[config.mk]
export PLATFORM = sky130hd
export DESIGN_NAME = dtlb_wr_sched
export DESIGN_NICKNAME = d
export VERILOG_FILES = /design/src/rtl/dtlb_sched_pkg.sv /design/src/rtl/dtlb_sched_arb.sv /design/src/rtl/dtlb_wr_sched.sv
export SDC_FILE = /design/constraint.sdc
export NUM_CORES = 1
export LEC_CHECK = 0
export ABC_CLOCK_PERIOD_IN_PS = 2400
export BUFFER_PORTS_ARGS = -buffer_cell sky130_fd_sc_hd__buf_2
export CAP_MARGIN = 25
export CORE_AREA = 2 2 238 240
export CTS_BUF_LIST = sky130_fd_sc_hd__clkbuf_8
export DETAILED_ROUTE_END_ITERATION = 10
export DIE_AREA = 0 0 240 242
export GPL_TIMING_DRIVEN = 1
export PLACE_DENSITY = 0.39
export SYNTH_ARGS = -nofsm -noshare
export SYNTH_HDL_FRONTEND = slang
export SYNTH_SLANG_ARGS = --single-unit
[constraint.sdc]
create_clock -name clk -period 2.4 [get_ports clk]
set_input_delay 0.48 -clock clk [delete_from_list [all_inputs] [get_ports clk]]
set_output_delay 0.48 -clock clk [all_outputs]
set_load 0.05 [all_outputs]
[src/rtl/dtlb_sched_pkg.sv]
// Shared types and constants for the DTLB write-port scheduler.
package dtlb_sched_pkg;

  localparam int DTLB_SETS        = 16;
  localparam int DTLB_WAYS        = 8;
  localparam int DTLB_INIT_CYCLES = 16;

  // Default DTLB write address and data word widths
  localparam int DTLB_AW = 51;
  localparam int DTLB_DW = 64;

  localparam int SET_W  = $clog2(DTLB_SETS);
  localparam int WAY_W  = $clog2(DTLB_WAYS);
  localparam int STEP_W = SET_W + WAY_W;

  typedef enum logic [1:0] {
    INIT   = 2'd0,
    IDLE   = 2'd1,
    FLUSH  = 2'd2,
    FLDONE = 2'd3
  } state_t;

  // One DTLB write-port command as presented on the write outputs
  typedef struct packed {
    logic               wen;
    logic               xstant;
    logic               invl;
    logic               fway_en;
    logic [WAY_W-1:0]   fway;
    logic [DTLB_AW-1:0] addr;
    logic [DTLB_DW-1:0] data0;
    logic [DTLB_DW-1:0] data1;
    logic [DTLB_DW-1:0] data2;
  } wr_cmd_t;

  // Flush sweep step {set, way} turned into a forced-way invalidate
  function automatic wr_cmd_t flush_step_cmd(input logic [STEP_W-1:0] step);
    wr_cmd_t c;
    c         = '0;
    c.wen     = 1'b1;
    c.xstant  = 1'b1;
    c.invl    = 1'b1;
    c.fway_en = 1'b1;
    c.fway    = step[WAY_W-1:0];
    c.addr    = {{(DTLB_AW-SET_W){1'b0}}, step[STEP_W-1:WAY_W]};
    return c;
  endfunction

endpackage

[src/rtl/dtlb_sched_arb.sv]
// Fixed-priority grant between flush, invalidate and refill requesters.
module dtlb_sched_arb
  import dtlb_sched_pkg::*;
#(
  parameter int AW = DTLB_AW,
  parameter int DW = DTLB_DW
) (
  input  logic          issue_en,
  input  logic          fl_req,
  input  logic          iv_valid,
  input  logic [AW-1:0] iv_addr,
  input  logic          rf_valid,
  input  logic [AW-1:0] rf_addr,
  input  logic [DW-1:0] rf_data0,
  input  logic [DW-1:0] rf_data1,
  input  logic [DW-1:0] rf_data2,
  output logic          fl_grant,
  output logic          iv_ready,
  output logic          rf_ready,
  output wr_cmd_t       cmd
);

  // Grant flush first, then invalidate, then refill; build the command to issue
  always_comb begin
    fl_grant = 1'b0;
    iv_ready = 1'b0;
    rf_ready = 1'b0;
    cmd      = '0;
    if (issue_en) begin
      if (fl_req) begin
        fl_grant = 1'b1;
      end else begin
        iv_ready = 1'b1;
        rf_ready = ~iv_valid;
        if (iv_valid) begin
          cmd.wen    = 1'b1;
          cmd.xstant = 1'b1;
          cmd.invl   = 1'b1;
          cmd.addr   = iv_addr;
        end else if (rf_valid) begin
          cmd.wen   = 1'b1;
          cmd.addr  = rf_addr;
          cmd.data0 = rf_data0;
          cmd.data1 = rf_data1;
          cmd.data2 = rf_data2;
        end
      end
    end
  end

endmodule

[src/rtl/dtlb_wr_sched.sv]
// DTLB write-port scheduler: init holdoff, request issue and flush sweep.
module dtlb_wr_sched
  import dtlb_sched_pkg::*;
#(
  parameter int AW = DTLB_AW,
  parameter int DW = DTLB_DW
) (
  input  logic          clk,
  input  logic          rst,
  input  logic          rf_valid,
  output logic          rf_ready,
  input  logic [AW-1:0] rf_addr,
  input  logic [DW-1:0] rf_data0,
  input  logic [DW-1:0] rf_data1,
  input  logic [DW-1:0] rf_data2,
  input  logic          iv_valid,
  output logic          iv_ready,
  input  logic [AW-1:0] iv_addr,
  input  logic          fl_req,
  output logic          fl_busy,
  output logic          fl_done,
  output logic [AW-1:0] write_addr,
  output logic [DW-1:0] write_data0,
  output logic [DW-1:0] write_data1,
  output logic [DW-1:0] write_data2,
  output logic          write_wen,
  output logic          write_xstant,
  output logic          write_invl,
  output logic          force_way_en,
  output logic [2:0]    force_way,
  output logic          p0_steal,
  output logic [AW-1:0] p0_addr
);

  localparam int                 INIT_W    = $clog2(DTLB_INIT_CYCLES);
  localparam logic [INIT_W-1:0]  INIT_LAST = INIT_W'(DTLB_INIT_CYCLES - 1);
  localparam logic [STEP_W-1:0]  STEP_LAST = '1;

  state_t              state, state_nxt;
  logic [INIT_W-1:0]   init_cnt, init_cnt_nxt;
  logic [STEP_W-1:0]   fl_cnt, fl_cnt_nxt;
  wr_cmd_t             cmd_q, cmd_nxt, arb_cmd;
  logic                fl_grant;

  dtlb_sched_arb #(.AW(AW), .DW(DW)) u_arb (
    .issue_en (state == IDLE),
    .fl_req   (fl_req),
    .iv_valid (iv_valid),
    .iv_addr  (iv_addr),
    .rf_valid (rf_valid),
    .rf_addr  (rf_addr),
    .rf_data0 (rf_data0),
    .rf_data1 (rf_data1),
    .rf_data2 (rf_data2),
    .fl_grant (fl_grant),
    .iv_ready (iv_ready),
    .rf_ready (rf_ready),
    .cmd      (arb_cmd)
  );

  // State, counters and the registered write command
  always_ff @(posedge clk or negedge rst) begin
    if (!rst) begin
      state    <= INIT;
      init_cnt <= '0;
      fl_cnt   <= '0;
      cmd_q    <= '0;
    end else begin
      state    <= state_nxt;
      init_cnt <= init_cnt_nxt;
      fl_cnt   <= fl_cnt_nxt;
      cmd_q    <= cmd_nxt;
    end
  end

  // Next state and next write command; fl_cnt tracks the sweep step on the outputs
  always_comb begin
    state_nxt    = state;
    init_cnt_nxt = init_cnt;
    fl_cnt_nxt   = fl_cnt;
    cmd_nxt      = '0;
    case (state)
      INIT: begin
        if (init_cnt == INIT_LAST) begin
          state_nxt = IDLE;
        end else begin
          init_cnt_nxt = init_cnt + INIT_W'(1);
        end
      end
      IDLE: begin
        if (fl_grant) begin
          state_nxt  = FLUSH;
          fl_cnt_nxt = '0;
          cmd_nxt    = flush_step_cmd('0);
        end else begin
          cmd_nxt = arb_cmd;
        end
      end
      FLUSH: begin
        if (fl_cnt == STEP_LAST) begin
          state_nxt = FLDONE;
        end else begin
          fl_cnt_nxt = fl_cnt + STEP_W'(1);
          cmd_nxt    = flush_step_cmd(fl_cnt + STEP_W'(1));
        end
      end
      FLDONE: begin
        state_nxt = IDLE;
      end
      default: begin
        state_nxt = INIT;
      end
    endcase
  end

  assign write_wen    = cmd_q.wen;
  assign write_xstant = cmd_q.xstant;
  assign write_invl   = cmd_q.invl;
  assign force_way_en = cmd_q.fway_en;
  assign force_way    = cmd_q.fway;
  assign write_addr   = cmd_q.addr;
  assign write_data0  = cmd_q.data0;
  assign write_data1  = cmd_q.data1;
  assign write_data2  = cmd_q.data2;
  assign p0_steal     = cmd_q.wen & cmd_q.invl & ~cmd_q.fway_en;
  assign p0_addr      = cmd_q.addr;
  assign fl_busy      = (state == FLUSH);
  assign fl_done      = (state == FLDONE);

endmodule

==> results of run 1 <==
==> worst max-delay path by stage <==
stage | from | to
2_1_floorplan | state[0] | p0_addr[2]
3_3_place_gp | state[1] | p0_addr[29]
3_5_place_dp | state[1] | p0_addr[9]
4_1_cts | state[1] | iv_ready
5_1_grt | state[1] | iv_ready
6_report | state[1] | iv_ready
==> cells in the mapped netlist (all sizes together) (4+ instances only) <==
master	count	area (um^2)
xnor2	8	70.1
clkbuf	8	30.0
ha	7	87.6
and2	193	1210
dfrtp	262	6560
nor2	55	214
and3	4	30.0
a22oi	50	375
nand3	7	35.0
a21oi	7	35.0
o21ai	8	43.8
nand2	13	48.8
inv	5	18.8
buf	87	698
==> stage by stage <==
stage	worst slack (ns)	cell area [um^2]	std cells
after floorplan	0.502	9700	745
after global placement	0.289	13200	2032
after detailed placement	0.278	13200	2032
after CTS	0.0231	14300	2122
after global routing	0.00324	14300	2124
final	0.141	14300	2125
==> flip-flops by register name (all words and copies together), names as in the netlist <==
register / cells
write_data0: 64
write_data2: 64
write_invl: 1
write_data1: 64
state: 2
force_way: 3
fl_cnt: 7
force_way_en: 1
p0_addr: 51
init_cnt: 4
write_wen: 1
==> final cells by class <==
class | instances | area (um^2)
antenna | 3 | 7.51
clock buffer | 59 | 812
clock inverter | 30 | 165
fill | 6003 | 41500
inverter | 5 | 22.5
multi-input combinational | 383 | 2440
sequential | 262 | 6560
tap | 756 | 946
timing repair buffer | 627 | 3320
==> cells by family (layout without fill, tap and decap cells) <==
kind of cell / count (synthesis) / after routing / synth area share [%]
AND/OR/NAND/NOR: 284 / 284 / 16.7
other: 0 / 3 / 0
AO/OA/AOI/OAI: 81 / 81 / 6.01
XOR/XNOR: 8 / 8 / 0.722
multiplexers: 3 / 3 / 0.322
adder cells (fa/ha/maj): 7 / 7 / 0.903
flip-flops: 262 / 262 / 67.6
buffers and inverters: 100 / 721 / 7.70
==> power groups by stage <==
stage | combinational, mW | sequential (mW) | clock [mW]
2_1_floorplan | 1.23 | 5.72 | 0
6_report | 2.92 | 4.92 | 4.32
3_5_place_dp | 2.91 | 4.98 | 0
3_3_place_gp | 2.91 | 4.98 | 0
5_1_grt | 3.13 | 4.95 | 4.76
4_1_cts | 2.97 | 4.92 | 4.55
==> per-layer routing <==
metal | part of all wire [%] | up-vias | global-route usage [%]
li1 | - | 3524 | -
met1 | 39 | 3730 | 13.7
met2 | 51 | 324 | 20.9
met3 | 7.0 | 59 | 3.16
met4 | 2.5 | 2 | 3.85
met5 | 0.036 | - | 0
==> what timing repair did <==
item,in CTS,in global routing
hold buffers,1,0
resized for setup,9,1
setup endpoints to repair,3,1
hold endpoints to repair,36,0
==> impl_results.md, run 1 <==
* Outcome: complete, no violations
* Ys async rst share at 100%
* Setup CP Type: reg -> out
* Tcrit/Tclk final at between 90% and 100%
* Starting DRC count in detailed routing at between 300 and 400
* Smallest hold slack at ~0.085 ns
* Number of synthesized flops with an enable pin at 0
* Share of total power consumed by net switching at a little over a third
* Power density relative to cell area at 852 mW/mm^2
* Number of different library cells in the post-synthesis netlist at 40
* Number of top-level pins at 605
* Area Overhead vs Synth at 47.1%
* Synthesized area at slightly below 0.01 mm^2
* Final worst clock skew at 0.0153 ns
* Slowest stage cell, crit path: sky130_fd_sc_hd__dfrtp_2
* RSZ-0062 raised after global routing: no
* Maximum operating frequency at 443 MHz
* Die width at 240 um
* DR WL/cell at between 15 and 20 um
* Fin. Hold Viols at 0
* Initial standard-cell utilization of the core at about 17%
* Vias per inst at 3.59
* Register bit count reported by yosys at between 200 and 300
* Arrival time of data at the critical path endpoint at about 1.8 ns
* Half-perimeter wire length after detailed placement at roughly 27 mm
* Worst-case vdd ir drop at 439 uV
* Post-synthesis cell count at approximately 750
* Final worst path period need at around 2.3 ns
* Maxcap violations at 0
* Fin nets at 1635
* Startpoint of the worst register-to-register path: state[0]
* Path length in cells of the critical path at 5
* Count of buffers from port buffering at 604
* Type of the tightest min-delay check: in -> reg
* Mapped Avg Cell Area at 13.0 um^2
* Die Height at roughly 240 um
* Number of clock sinks seen by CTS at 262
* Std cell rows at 87
* Kind of cell adding the most delay to the critical path: buffers and inverters
* Share of final-layout standard cells stronger than drive strength 1 at 51.9%
* Internal power at 7.90 mW
* Flop-to-flop setup slack at 0.40 ns
* Fraction of the core area covered by cells at the end of the flow at between 20% and 30%
* Pins Over Slew Limit at 0
* Vias after detailed routing at 7639
* Slew Limit Headroom at 51.4%
* Global route overflow at 0
* Maximum buffer depth of the clock tree at 3
* Clock tree root buffer cell: sky130_fd_sc_hd__clkbuf_8
* Crit path buffers/inverters at 3
* Drt total wl at 35.7 mm
* Leakage component of the power at 8.17 nW
* Setup violations, final at 0
* Clock transition at the register clock pins on the worst setup and hold paths after CTS at 0.06 ns
* Peak per-stage delay on the critical path at 0.41 ns
* Total power after layout at 12.2 mW
* Kind of end point of the critical path: primary output
* Top FF cell, synth: sky130_fd_sc_hd__dfrtp_1
* Share of power burned in registers at 40.4%
* Maximum fanout along the worst path at 9
* Sequential area share after synthesis at 67.6%
* Maximum number of pins on one net before global-route repair at 52
* CP required at 1.92 ns
* Worst-Skew Late Latency at roughly 0.60 ns
* Actual transition at the worst max-transition pin at 0.721 ns
* Leading cell types in the layout, fill and taps excluded: sky130_fd_sc_hd__buf_2, sky130_fd_sc_hd__dfrtp_1, sky130_fd_sc_hd__and2_1, sky130_fd_sc_hd__clkbuf_8, sky130_fd_sc_hd__nor2_1
* Hold Path Cell Cnt at 2
* Setup Total Neg Slack at 0 ns
* GRT Total Usage at 11.8%
* Final weighted congestion in routability-driven placement at 0.785
* Final routed DRC violation total at 0
* Comb pwr share at approximately a quarter
* Post-CTS setup buffer count at 0
* First-pass iteration count of the detailed router at 4
* Clock network power share at 35.5%
* Number of cell instances on the worst register-to-register path at 7
* End point of the most critical hold path: write_data2[0]
* Floorplan core area at 0.0557 mm^2
* Net Switching at 4.26 mW
* Global-route wire length before repair at 51.0 mm
* Number of antenna violations at the first check in global routing at 7
* Full die area at ~0.058 mm^2
* Hold path startpoint: rf_data2[0]
* Number of global-route vias before repair at 7719
* List of cells traversed by the critical path: inv_2 > ha_4 > nand2b_4 > clkinvlp_4 > buf_6
* Cts bufs inserted at 50
* Final ANT Viol Nets at 0
* Critical Path Source Type: flip-flop
* Most common library cell in the layout ignoring fill and taps: sky130_fd_sc_hd__buf_2
* Crit Reg-Reg Endpoint: p0_addr[9]
* Total of warnings raised by yosys at 0
* Depth of the CTS H-tree at 2
* Syn Nets at 1051
* TritonCTS clock tree: built
(Power assumes the default switching activity.)
==> run 2, diff against run 1 <==
--- a/config.mk
+++ b/config.mk
@@ -7,13 +7,11 @@
 export LEC_CHECK = 0
 export ABC_CLOCK_PERIOD_IN_PS = 2400
 export BUFFER_PORTS_ARGS = -buffer_cell sky130_fd_sc_hd__buf_2
-export CAP_MARGIN = 25
 export CORE_AREA = 2 2 238 240
 export CTS_BUF_LIST = sky130_fd_sc_hd__clkbuf_8
 export DETAILED_ROUTE_END_ITERATION = 10
 export DIE_AREA = 0 0 240 242
 export GPL_TIMING_DRIVEN = 1
-export PLACE_DENSITY = 0.39
 export SYNTH_ARGS = -nofsm -noshare
 export SYNTH_HDL_FRONTEND = slang
 export SYNTH_SLANG_ARGS = --single-unit
==> impl_results.md, run 2 (synthesized netlist as in run 1, its figures left out) <==
* Most common library cell in the layout ignoring fill and taps: sky130_fd_sc_hd__buf_2
* GRT Total Usage at 11.0% (-0.84 points)
* Kind of end point of the critical path: primary output
* Vias per inst at 3.63 (+0.95%)
* Tcrit/Tclk final at 96.3% (+2.2 points)
* Number of clock sinks seen by CTS at 262 (unchanged)
* Maxcap violations at 0 (unchanged)
* Outcome: complete, no violations
* Cts bufs inserted at 47 (-6.0%)
* Maximum operating frequency at 433 MHz (-2.3%)
* Total length of routed met2 wires at 15.8 mm (-14%)
* Length of routed wiring on met1 at 14.2 mm (+1.4%)
* Worst-Skew Late Latency at 0.59 ns (about the same)
* Pins Over Slew Limit at 0 (unchanged)
* Fin. Hold Viols at 0 (unchanged)
* Final weighted congestion in routability-driven placement at 0.932 (+19%)
* Critical Path Source Type: flip-flop
* TritonCTS clock tree: built
* Number of antenna violations at the first check in global routing at 5 (-2)
* Area of combinational cells with multiple inputs at 0.00241 mm^2 (-0.92%)
* Smallest hold slack at 0.0951 ns (+0.0101 ns)
* Fin nets at 1635 (unchanged)
* Slowest stage cell, crit path: sky130_fd_sc_hd__dfrtp_1
* Maximum buffer depth of the clock tree at 3 (unchanged)
* Initial standard-cell utilization of the core at 17.4% (unchanged)
* Met3 layer wire length in the routed design at 2.57 mm (+3.4%)
* Maximum fanout along the worst path at 16 (+7)
* Leading cell types in the layout, fill and taps excluded: sky130_fd_sc_hd__buf_2, sky130_fd_sc_hd__dfrtp_1, sky130_fd_sc_hd__and2_1, sky130_fd_sc_hd__clkbuf_8, sky130_fd_sc_hd__nor2_1
* Leakage component of the power at 8.18 nW (+0.18%)
* Global route overflow at 0 (unchanged)
* RSZ-0062 raised after global routing: yes
* Setup CP Type: reg -> out
* Die width at 240 um (unchanged)
* Full die area at 0.0581 mm^2 (unchanged)
* DR WL/cell at 15.7 um (-6.3%)
* Final ANT Viol Nets at 0 (unchanged)
* Slew Limit Headroom at 57.9% (+6.5 points)
* Setup violations, final at 0 (unchanged)
* Drt total wl at 33.4 mm (-6.3%)
* Final worst path period need at 2.31 ns (+0.0529 ns)
* Depth of the CTS H-tree at 2 (unchanged)
* Post-CTS setup buffer count at 0 (unchanged)
* Highest metal layer with signal wires: met5
* Maximum number of pins on one net before global-route repair at 67 (+29%)
* Final routed DRC violation total at 0 (unchanged)
* Actual transition at the worst max-transition pin at 0.624 ns (-0.0966 ns)
* Global-route wire length before repair at 47.9 mm (-6.0%)
* Peak per-stage delay on the critical path at 0.42 ns (about the same)
* Number of top-level pins at 605 (unchanged)
* First-pass iteration count of the detailed router at 4 (unchanged)
* Vias after detailed routing at 7715 (+0.99%)
* Power density relative to cell area at 855 mW/mm^2 (+0.31%)
* Final worst clock skew at 0.0286 ns (+0.0132 ns)
* Share of final-layout standard cells stronger than drive strength 1 at 52.0% (+0.073 points)
* Starting DRC count in detailed routing at 268 (-19%)
* Kind of cell adding the most delay to the critical path: buffers and inverters
* Die Height at 242 um (unchanged)
* Filler cells at 5961 (-0.70%)
* Arrival time of data at the critical path endpoint at 1.83 ns (+0.05 ns)
* Final cell count without fillers at 2126 (+0.047%)
* Type of the tightest min-delay check: in -> reg
* Cell Count Post-Placement at 2035 (+0.15%)
* Number of global-route vias before repair at 7933 (+2.8%)
* Half-perimeter wire length after detailed placement at 26.1 mm (-3.9%)
* Worst-case vdd ir drop at 562 uV (+28%)
* Count of buffers from port buffering at 604 (unchanged)
* Clock transition at the register clock pins on the worst setup and hold paths after CTS at 0.06 ns (about the same)
* Area Overhead vs Synth at 47.2% (about the same)
* CP required at 1.92 ns (about the same)
* Storage cell area at 0.00656 mm^2 (about the same)
* List of cells traversed by the critical path: inv_1 > ha_2 > buf_2
* Floorplan core area at 0.0557 mm^2 (unchanged)
* Clock tree root buffer cell: sky130_fd_sc_hd__clkbuf_8
* Std cell rows at 87 (unchanged)
* Crit path buffers/inverters at 2 (-1)
-- run 2: cell types whose count changed in the layout (fill, tap and decap cells not counted), moves of 2 or more --
cell                        change
sky130_fd_sc_hd__bufinv_16      +3
sky130_fd_sc_hd__inv_1          -3
sky130_fd_sc_hd__buf_12         -2
sky130_fd_sc_hd__clkbuf_8       -3
sky130_fd_sc_hd__clkinv_2       +2
sky130_fd_sc_hd__buf_4          +5
sky130_fd_sc_hd__ha_4           -2
-- run 2: through the flow --
| stage | setup TNS (ns) | area, um^2 | utilization, % | power (mW) | setup slack (ns) |
|---|---|---|---|---|---|
| after CTS | 0 | 14300 | 25.6 | 12.4 | 0.0177 |
| after detailed placement | 0 | 13200 | 23.7 | 7.83 | 0.407 |
| after global routing | -0.0535 | 14300 | 25.6 | 12.9 | -0.0417 |
| final | 0 | 14300 | 25.6 | 12.2 | 0.0883 |
| after global placement | 0 | 13200 | 23.7 | 7.80 | 0.468 |
| after floorplan | 0 | 9700 | - | 6.96 | 0.502 |
-- run 2: cell type report --
type	count	share of cell area (%)
inverter	5	0.158
timing repair buffer	630	23.2
multi-input combinational	383	16.9
antenna	4	0.0701
clock inverter	30	1.70
clock buffer	56	5.40
tap	756	6.63
sequential	262	45.9
-- run 2: final timing paths --
kind	cells past startpoint	startpoint	endpoint	slack (ns)
setup / recovery	3	state[0]	fl_busy	0.09
hold / removal	2	rf_data1[12]	write_data1[12]	0.1
setup reg to reg	7	state[1]	p0_addr[1]	0.45
hold reg to reg	1	init_cnt[3]	init_cnt[3]	0.48
max in group asynchronous	3	rst	p0_addr[34]	1.22
min in group asynchronous	2	rst	write_data1[32]	0.48
-- run 2: worst reg2reg max path, stage by stage (launching register included) --
cell                         delay, ns
sky130_fd_sc_hd__dfrtp_1          0.39
sky130_fd_sc_hd__inv_1            0.10
sky130_fd_sc_hd__ha_1             0.23
sky130_fd_sc_hd__nand2b_4         0.14
sky130_fd_sc_hd__clkinvlp_4       0.17
sky130_fd_sc_hd__nand2_2          0.24
sky130_fd_sc_hd__buf_4            0.40
sky130_fd_sc_hd__o22ai_1          0.15
-- run 2: report_power, final --
group	switching, mW	internal (mW)
sequential	0.211	4.72
clock	1.89	2.56
combinational	2.03	0.798
-- run 2: what timing repair did --
item                       in CTS  in global routing
hold endpoints to repair       53                  0
setup endpoints to repair       2                  3
gates resized for setup         3                  3
hold buffers                    1                  0
-- run 2: layer usage --
| layer | up-vias | track usage, % |
|---|---|---|
| met1 | 3776 | 13.9 |
| met4 | 2 | 4.07 |
| met2 | 349 | 17.6 |
| met5 | - | 0 |
| li1 | 3524 | - |
| met3 | 64 | 3.29 |
